**src/rtl/frame_upload_scheduler.sv**
```systemverilog
`default_nettype none
// ============================================================================
// Module      : frame_upload_scheduler
// Description : Sequences a frame-buffer uploader against DSI vsync timing.
//               On each vsync it latches the active buffer base address and
//               frame size, enables the uploader two cycles later, counts FIFO
//               writes to detect frame completion, applies buffer swaps at
//               frame boundaries, and flags late vsyncs and read errors.
// Ports       : clk, rst            - clock, async active-high reset
//               ctrl_enable         - run (1) / force idle (0)
//               buf_addr_a/b        - frame buffer base addresses
//               frame_bytes         - size handed to the uploader
//               frame_words         - FIFO writes per frame (0 acts as 1)
//               swap_req, vsync     - single-cycle request / frame-start pulses
//               upl_fifo_write      - uploader FIFO write strobe
//               upl_read_error      - uploader read-error pulse
//               upl_enable, upl_base_address, upl_total_size - uploader control
//               buf_sel, swap_ack, frame_done, frame_cnt     - frame status
//               late_err, rd_err    - sticky error flags
// Revision    : 1.0 - initial release
// ============================================================================
module frame_upload_scheduler #(
    parameter int FRM_CNT_W = 16
) (
    input  logic                 clk,
    input  logic                 rst,
    input  logic                 ctrl_enable,
    input  logic [31:0]          buf_addr_a,
    input  logic [31:0]          buf_addr_b,
    input  logic [31:0]          frame_bytes,
    input  logic [31:0]          frame_words,
    input  logic                 swap_req,
    input  logic                 vsync,
    input  logic                 upl_fifo_write,
    input  logic                 upl_read_error,
    output logic                 upl_enable,
    output logic [31:0]          upl_base_address,
    output logic [31:0]          upl_total_size,
    output logic                 buf_sel,
    output logic                 swap_ack,
    output logic                 frame_done,
    output logic [FRM_CNT_W-1:0] frame_cnt,
    output logic                 late_err,
    output logic                 rd_err
);

    localparam logic [2:0] c_IDLE       = 3'd0;
    localparam logic [2:0] c_WAIT_VSYNC = 3'd1;
    localparam logic [2:0] c_LOAD       = 3'd2;
    localparam logic [2:0] c_RUN        = 3'd3;
    localparam logic [2:0] c_GAP        = 3'd4;
    localparam logic [2:0] c_ERROR      = 3'd5;

    logic [2:0]           r_state;
    logic                 r_upl_enable;
    logic [31:0]          r_base_address;
    logic [31:0]          r_total_size;
    logic                 r_buf_sel;
    logic                 r_swap_ack;
    logic                 r_frame_done;
    logic [FRM_CNT_W-1:0] r_frame_cnt;
    logic                 r_late_err;
    logic                 r_rd_err;
    logic                 r_swap_pend;
    logic [31:0]          r_word_cnt;

    logic [31:0] w_words_tgt;
    logic [31:0] w_word_next;
    logic        w_complete;
    logic        w_swap_pend;
    logic        w_next_sel;
    logic [31:0] w_cur_addr;
    logic [31:0] w_next_addr;

    // A zero word count would never complete; treat it as a single word.
    assign w_words_tgt = (frame_words == 32'd0) ? 32'd1 : frame_words;
    assign w_word_next = r_word_cnt + 32'd1;
    assign w_complete  = upl_fifo_write && (w_word_next == w_words_tgt);

    // A request arriving on the completing cycle still counts for this boundary.
    assign w_swap_pend = r_swap_pend | swap_req;
    assign w_next_sel  = r_buf_sel ^ w_swap_pend;
    assign w_cur_addr  = r_buf_sel  ? buf_addr_b : buf_addr_a;
    // Address for a frame that starts on the same cycle the previous one
    // completes: it must already reflect the swap applied at that boundary.
    assign w_next_addr = w_next_sel ? buf_addr_b : buf_addr_a;

    always_ff @(posedge clk or posedge rst) begin
        if (rst) begin
            r_state        <= c_IDLE;
            r_upl_enable   <= 1'b0;
            r_base_address <= 32'd0;
            r_total_size   <= 32'd0;
            r_buf_sel      <= 1'b0;
            r_swap_ack     <= 1'b0;
            r_frame_done   <= 1'b0;
            r_frame_cnt    <= '0;
            r_late_err     <= 1'b0;
            r_rd_err       <= 1'b0;
            r_swap_pend    <= 1'b0;
            r_word_cnt     <= 32'd0;
        end else begin
            r_frame_done <= 1'b0;
            r_swap_ack   <= 1'b0;
            r_swap_pend  <= w_swap_pend;

            if (!ctrl_enable) begin
                r_state      <= c_IDLE;
                r_upl_enable <= 1'b0;
                // Errors stay visible until software has parked the block.
                if (r_state == c_IDLE) begin
                    r_late_err <= 1'b0;
                    r_rd_err   <= 1'b0;
                end
            end else begin
                case (r_state)
                    c_IDLE: begin
                        r_upl_enable <= 1'b0;
                        r_state      <= c_WAIT_VSYNC;
                    end

                    c_WAIT_VSYNC: begin
                        r_upl_enable <= 1'b0;
                        if (vsync) begin
                            r_base_address <= w_cur_addr;
                            r_total_size   <= frame_bytes;
                            r_word_cnt     <= 32'd0;
                            r_state        <= c_LOAD;
                        end
                    end

                    c_LOAD: begin
                        if (upl_read_error) begin
                            r_rd_err     <= 1'b1;
                            r_upl_enable <= 1'b0;
                            r_state      <= c_ERROR;
                        end else begin
                            r_upl_enable <= 1'b1;
                            r_state      <= c_RUN;
                        end
                    end

                    c_RUN: begin
                        if (upl_read_error) begin
                            r_rd_err     <= 1'b1;
                            r_upl_enable <= 1'b0;
                            r_state      <= c_ERROR;
                        end else if (w_complete) begin
                            r_upl_enable <= 1'b0;
                            r_frame_done <= 1'b1;
                            r_frame_cnt  <= r_frame_cnt + 1'b1;
                            if (w_swap_pend) begin
                                r_buf_sel   <= ~r_buf_sel;
                                r_swap_ack  <= 1'b1;
                                r_swap_pend <= 1'b0;
                            end
                            if (vsync) begin
                                // Coincident vsync is the next frame start.
                                r_base_address <= w_next_addr;
                                r_total_size   <= frame_bytes;
                                r_word_cnt     <= 32'd0;
                                r_state        <= c_LOAD;
                            end else begin
                                r_word_cnt <= w_word_next;
                                r_state    <= c_WAIT_VSYNC;
                            end
                        end else if (vsync) begin
                            // Late vsync: relatch now so GAP can act as the
                            // load cycle, giving exactly one low enable cycle
                            // and a fresh rising edge for the uploader.
                            r_late_err     <= 1'b1;
                            r_upl_enable   <= 1'b0;
                            r_base_address <= w_cur_addr;
                            r_total_size   <= frame_bytes;
                            r_word_cnt     <= 32'd0;
                            r_state        <= c_GAP;
                        end else if (upl_fifo_write) begin
                            r_word_cnt <= w_word_next;
                        end
                    end

                    c_GAP: begin
                        if (upl_read_error) begin
                            r_rd_err     <= 1'b1;
                            r_upl_enable <= 1'b0;
                            r_state      <= c_ERROR;
                        end else begin
                            r_upl_enable <= 1'b1;
                            r_state      <= c_RUN;
                        end
                    end

                    c_ERROR: begin
                        r_upl_enable <= 1'b0;
                    end

                    default: begin
                        r_upl_enable <= 1'b0;
                        r_state      <= c_IDLE;
                    end
                endcase
            end
        end
    end

    assign upl_enable       = r_upl_enable;
    assign upl_base_address = r_base_address;
    assign upl_total_size   = r_total_size;
    assign buf_sel          = r_buf_sel;
    assign swap_ack         = r_swap_ack;
    assign frame_done       = r_frame_done;
    assign frame_cnt        = r_frame_cnt;
    assign late_err         = r_late_err;
    assign rd_err           = r_rd_err;

endmodule
`default_nettype wire

```
**config.mk**
```make
export PLATFORM = sky130hd
export DESIGN_NAME = frame_upload_scheduler
export DESIGN_NICKNAME = d
export VERILOG_FILES = /design/src/rtl/frame_upload_scheduler.sv
export SDC_FILE = /design/constraint.sdc
export NUM_CORES = 1
export LEC_CHECK = 0
export ABC_CLOCK_PERIOD_IN_PS = 11650
export BUFFER_PORTS_ARGS = -buffer_cell sky130_fd_sc_hd__buf_2
export CORE_UTILIZATION = 47
export CTS_BUF_LIST = sky130_fd_sc_hd__clkbuf_4
export DETAILED_ROUTE_END_ITERATION = 10
export GPL_ROUTABILITY_DRIVEN = 0
export PLACE_DENSITY = 0.74
export RECOVER_POWER = 100
export SYNTH_ARGS = -nofsm -noshare
export SYNTH_HDL_FRONTEND = slang
export SYNTH_SLANG_ARGS = --single-unit
```
**constraint.sdc**
```tcl
create_clock -name clk -period 11.65 [get_ports clk]
set_input_delay 1.7475 -clock clk [delete_from_list [all_inputs] [get_ports clk]]
set_output_delay 1.7475 -clock clk [all_outputs]
set_load 0.02 [all_outputs]
```
==> flow_summary_export.csv <==
group,metric,value,unit
sta,clock_skew,0.0132,ns
detailed_routing,wire_per_inst,16.7,µm
hold_path,hold_start,"upl_total_size[19]",
worst_setup_path,slowest_delay,2.13,ns
placement,port_buffers,220,
synth,ys_warn_count,0,
sta,worst_pin_slew,3.97,ns
worst_setup_path,timing_worst_setup_path_type,"in -> reg",
floorplanning,fp.dieH,126,µm
floorplanning,num_rows,44,
detailed_routing,drc_errors,0,
worst_setup_path,crit_chain,"clkbuf_1 -> inv_1 -> a211oi_1 -> nand3_2 -> clkbuf_1 -> nor2_1 -> mux2i_4 -> clkbuf_1 -> o221ai_1",
synth,synthArstFlopShare,1.00,
synth,ys_top_cells_by_area,"dfrtp_1 42%, nand2_1 7.7%, o221ai_2 6.2%, xnor2_1 5.2%, inv_1 3.8%",
power_and_ir_drop,p_leak,3.87,nW
clock_network,clockBufferDepth,2,
synth,synth_top_area_frac,0.422,
floorplanning,start_util,0.490,
hold_path,holdPathEnd,"upl_total_size[19]",
worst_setup_path,crit_fanout,65,
final_layout,syn2layout_area_growth,15.9,%
sta,hold_viol_final,0,
worst_setup_path,end_kind,"flip-flop",
power_and_ir_drop,ir_worst_vdd,0.0000631,V
worst_setup_path,reg2reg_to,"upl_base_address[4]",
worst_setup_path,ff2ff_path_depth,10,
worst_setup_path,cp.arrival,6.83,ns
synth,ys_types,66,
synth,netlist_instances,817,
synth,synthesis.area,0.00724,mm²
grt,grt_pass1_wl,32300,µm
final_layout,drive_gt1_frac,0.197,
floorplanning,die_x,126,µm
detailed_routing,drtIter0Drc,403,
floorplanning,ios,221,
sta,slew_headroom,-1.65,
sta,drv_slew,280,
synth,synth-main-ff-cell,"dfrtp_1",
clock_network,cts_num_sinks,122,
grt,globalRoute.totalOverflow,0,
grt,grt_max_degree,72,
run,maxCapViolations,6,
power_and_ir_drop,power_density,140,mW/mm²
sta,period_share,0.557,
worst_setup_path,timing.rr.start,"r_word_cnt[3]",
outcome,violations,"max-capacitance violations, max-slew violations",
detailed_routing,vias_per_cell,5.66,
outcome,outcome,"finished, violations left",
synth,yosysSeqAreaShare,0.422,
clock_network,hold_buffers,0,
sta,setup_tns,0,ns
grt,first_global_vias,6366,
final_layout,antenna_cells,0,
sta,fmax,154,MHz
synth,syn_area_per_cell,8.86,µm²
clock_network,clock-root-buffer,"clkbuf_4",
detailed_routing,postRouteAntennaNets,0,
worst_setup_path,cp_data_required_time,11.99,ns
worst_setup_path,cp_slowest_cell,"clkbuf_1",
clock_network,post_cts_buffers,0,
sta,post-route-min-period,6.49,ns
detailed_routing,firstDrtPassIters,5,
worst_setup_path,timing.critical_path.buf_inv,4,
sta,report.final.setup_viol,0,
final_layout,nNetsFinal,1149,
sta,rsz0062_at_grt,"no",
synth,synth_top_area_cell,"dfrtp_1",
worst_setup_path,start_kind,"input port",
power_and_ir_drop,total_power,1.17,mW
worst_setup_path,crit_family,"buffers and inverters",
grt,antenna_found_initial,0,
floorplanning,die_area,0.0159,mm²
placement,hpwl,14400,µm
clock_network,clk-insertion-delay-late,0.52,ns
grt,grt.total_usage,0.255,
synth,ys_seq_elements,122,
detailed_routing,routed_wl,20200,µm
detailed_routing,vias,6842,
synth,synth_edf_count,0,
worst_setup_path,rrSetupSlack,5.44,ns
hold_path,hold_depth,2,
worst_setup_path,crit_top_cell,"clkbuf_1",
clock_network,cts_inserted_buffers,17,
floorplanning,core,0.0148,mm²
clock_network,path_clk_slew,0.13,ns
hold_path,hold_path_class,"reg -> reg",
clock_network,cts_resized,0,
clock_network,cts_tree,"yes",
clock_network,htree_levels,4,
synth,syn_nets,954,
worst_setup_path,path_depth,9,
-- tightest hold or removal path: cells and delay by family (launching register included) --
family,cells,cell delay [ns]
simple gates,2,0.10
flops,1,0.36
-- cells by family after synthesis --
| kind of cell | share of synthesized area |
|---|---|
| buffers and inverters | 0.0763 |
| flip-flops | 0.422 |
| multiplexers | 0.00726 |
| AND/OR/NAND/NOR | 0.216 |
| XOR/XNOR | 0.0714 |
| adder cells (fa/ha/maj) | 0.00346 |
| AO/OA/AOI/OAI | 0.204 |
-- state kept, by name, summed over array words and instances, names as in the netlist --
signal / flops
upl_total_size: 32
r_word_cnt: 32
rd_err: 1
upl_base_address: 32
buf_sel: 1
frame_done: 1
frame_cnt: 16
r_swap_pend: 1
r_state: 3
swap_ack: 1
late_err: 1
upl_enable: 1
-- worst max path at each step --
stage | from | to | slack (ns)
finish | ctrl_enable | upl_base_address[4] | 5.16
global route | rst | r_word_cnt[18] | 4.32
CTS | r_word_cnt[3] | upl_base_address[8] | 6.97
detailed placement | frame_words[25] | upl_base_address[9] | 6.64
global placement | frame_words[0] | upl_base_address[8] | 6.72
floorplan | rst | buf_sel | 6.66
-- metrics by stage --
stage / hold WS (ns) / setup WS, ns / instance area (µm²) / util / std cells
floorplan: 0.470 / 6.66 / 7240 / - / 817
global placement: 0.453 / 6.72 / 8400 / 0.569 / 1177
detailed placement: 0.457 / 6.64 / 8400 / 0.569 / 1177
CTS: 0.485 / 6.97 / 8640 / 0.586 / 1209
global route: 0.504 / 4.32 / 8390 / 0.568 / 1209
finish: 0.486 / 5.16 / 8390 / 0.568 / 1209
-- power by group --
group	leakage, nW	switching (mW)	internal (mW)
registers	1.60	0.0502	0.502
logic	2.13	0.228	0.120
clock network	0.135	0.182	0.0878
total	3.87	0.460	0.710
-- metal layers --
layer	up-vias	part of all wire	track usage
li1	3279	-	-
met5	-	0	0
met2	285	0.49	0.433
met1	3257	0.43	0.329
met3	21	0.071	0.0573
met4	0	0.014	0.0638
-- Yosys cell counts (2+ instances only) --
cell      instances
nand2_1         149
dfrtp_1         122
inv_1            74
o21ai_0          45
nor2_1           44
xnor2_1          43
a22oi_1          33
clkbuf_1         33
o221ai_2         30
nand4_1          22
nand3_1          21
nor4_1           16
xor2_1           16
a21oi_1          15
nor3_1           13
o31ai_1          12
buf_2            10
and3_1            9
buf_6             7
a31oi_1           6
and2_1            6
o211ai_1          6
or4_1             6
a21o_1            5
nor2b_1           4
o41ai_1           4
or2_2             4
or3_1             4
a211oi_1          3
a22o_1            3
and4_1            3
mux2i_1           3
nand3b_1          3
o22ai_1           3
a31o_2            2
clkbuf_2          2
ha_1              2
mux2_2            2
nor3_2            2
o21a_1            2
o221ai_1          2
o31a_1            2
-- cells in the final DEF, fill, tap and decap left out, types with 3 or more instances in the layout --
cell type / netlist / final
a22oi_1: 33 / 33
and4_1: 3 / 3
nand3_1: 21 / 20
o22ai_1: 3 / 3
o221ai_1: 2 / 16
nor2b_1: 4 / 4
clkbuf_4: 0 / 17
a21o_1: 5 / 5
clkinv_2: 0 / 4
o41ai_1: 4 / 4
nor3_1: 13 / 15
nand2_1: 149 / 149
xor2_1: 16 / 16
a211oi_1: 3 / 3
o21ai_0: 45 / 45
o211ai_1: 6 / 6
nand4_1: 22 / 22
xnor2_1: 43 / 43
a22o_1: 3 / 3
or2_2: 4 / 4
clkbuf_1: 33 / 93
nor4_1: 16 / 17
nor2_1: 44 / 44
or3_1: 4 / 4
dfrtp_1: 122 / 122
clkinv_4: 0 / 4
o221ai_2: 30 / 16
buf_2: 10 / 133
a31oi_1: 6 / 6
and3_1: 9 / 9
inv_6: 0 / 4
a21oi_1: 15 / 15
inv_1: 74 / 73
buf_4: 1 / 4
and2_1: 6 / 6
nand3b_1: 3 / 3
or4_1: 6 / 7
o31ai_1: 12 / 12
-- cell type report --
class	instances	area, µm²
well taps	184	230
repair buffers	230	1040
clock inverters	15	116
multi-input cells	567	3530
clock buffers	17	128
inverters	74	279
flip-flops and latches	122	3050
fillers	1396	6370
Note: power is estimated with default switching activity, not from simulation.
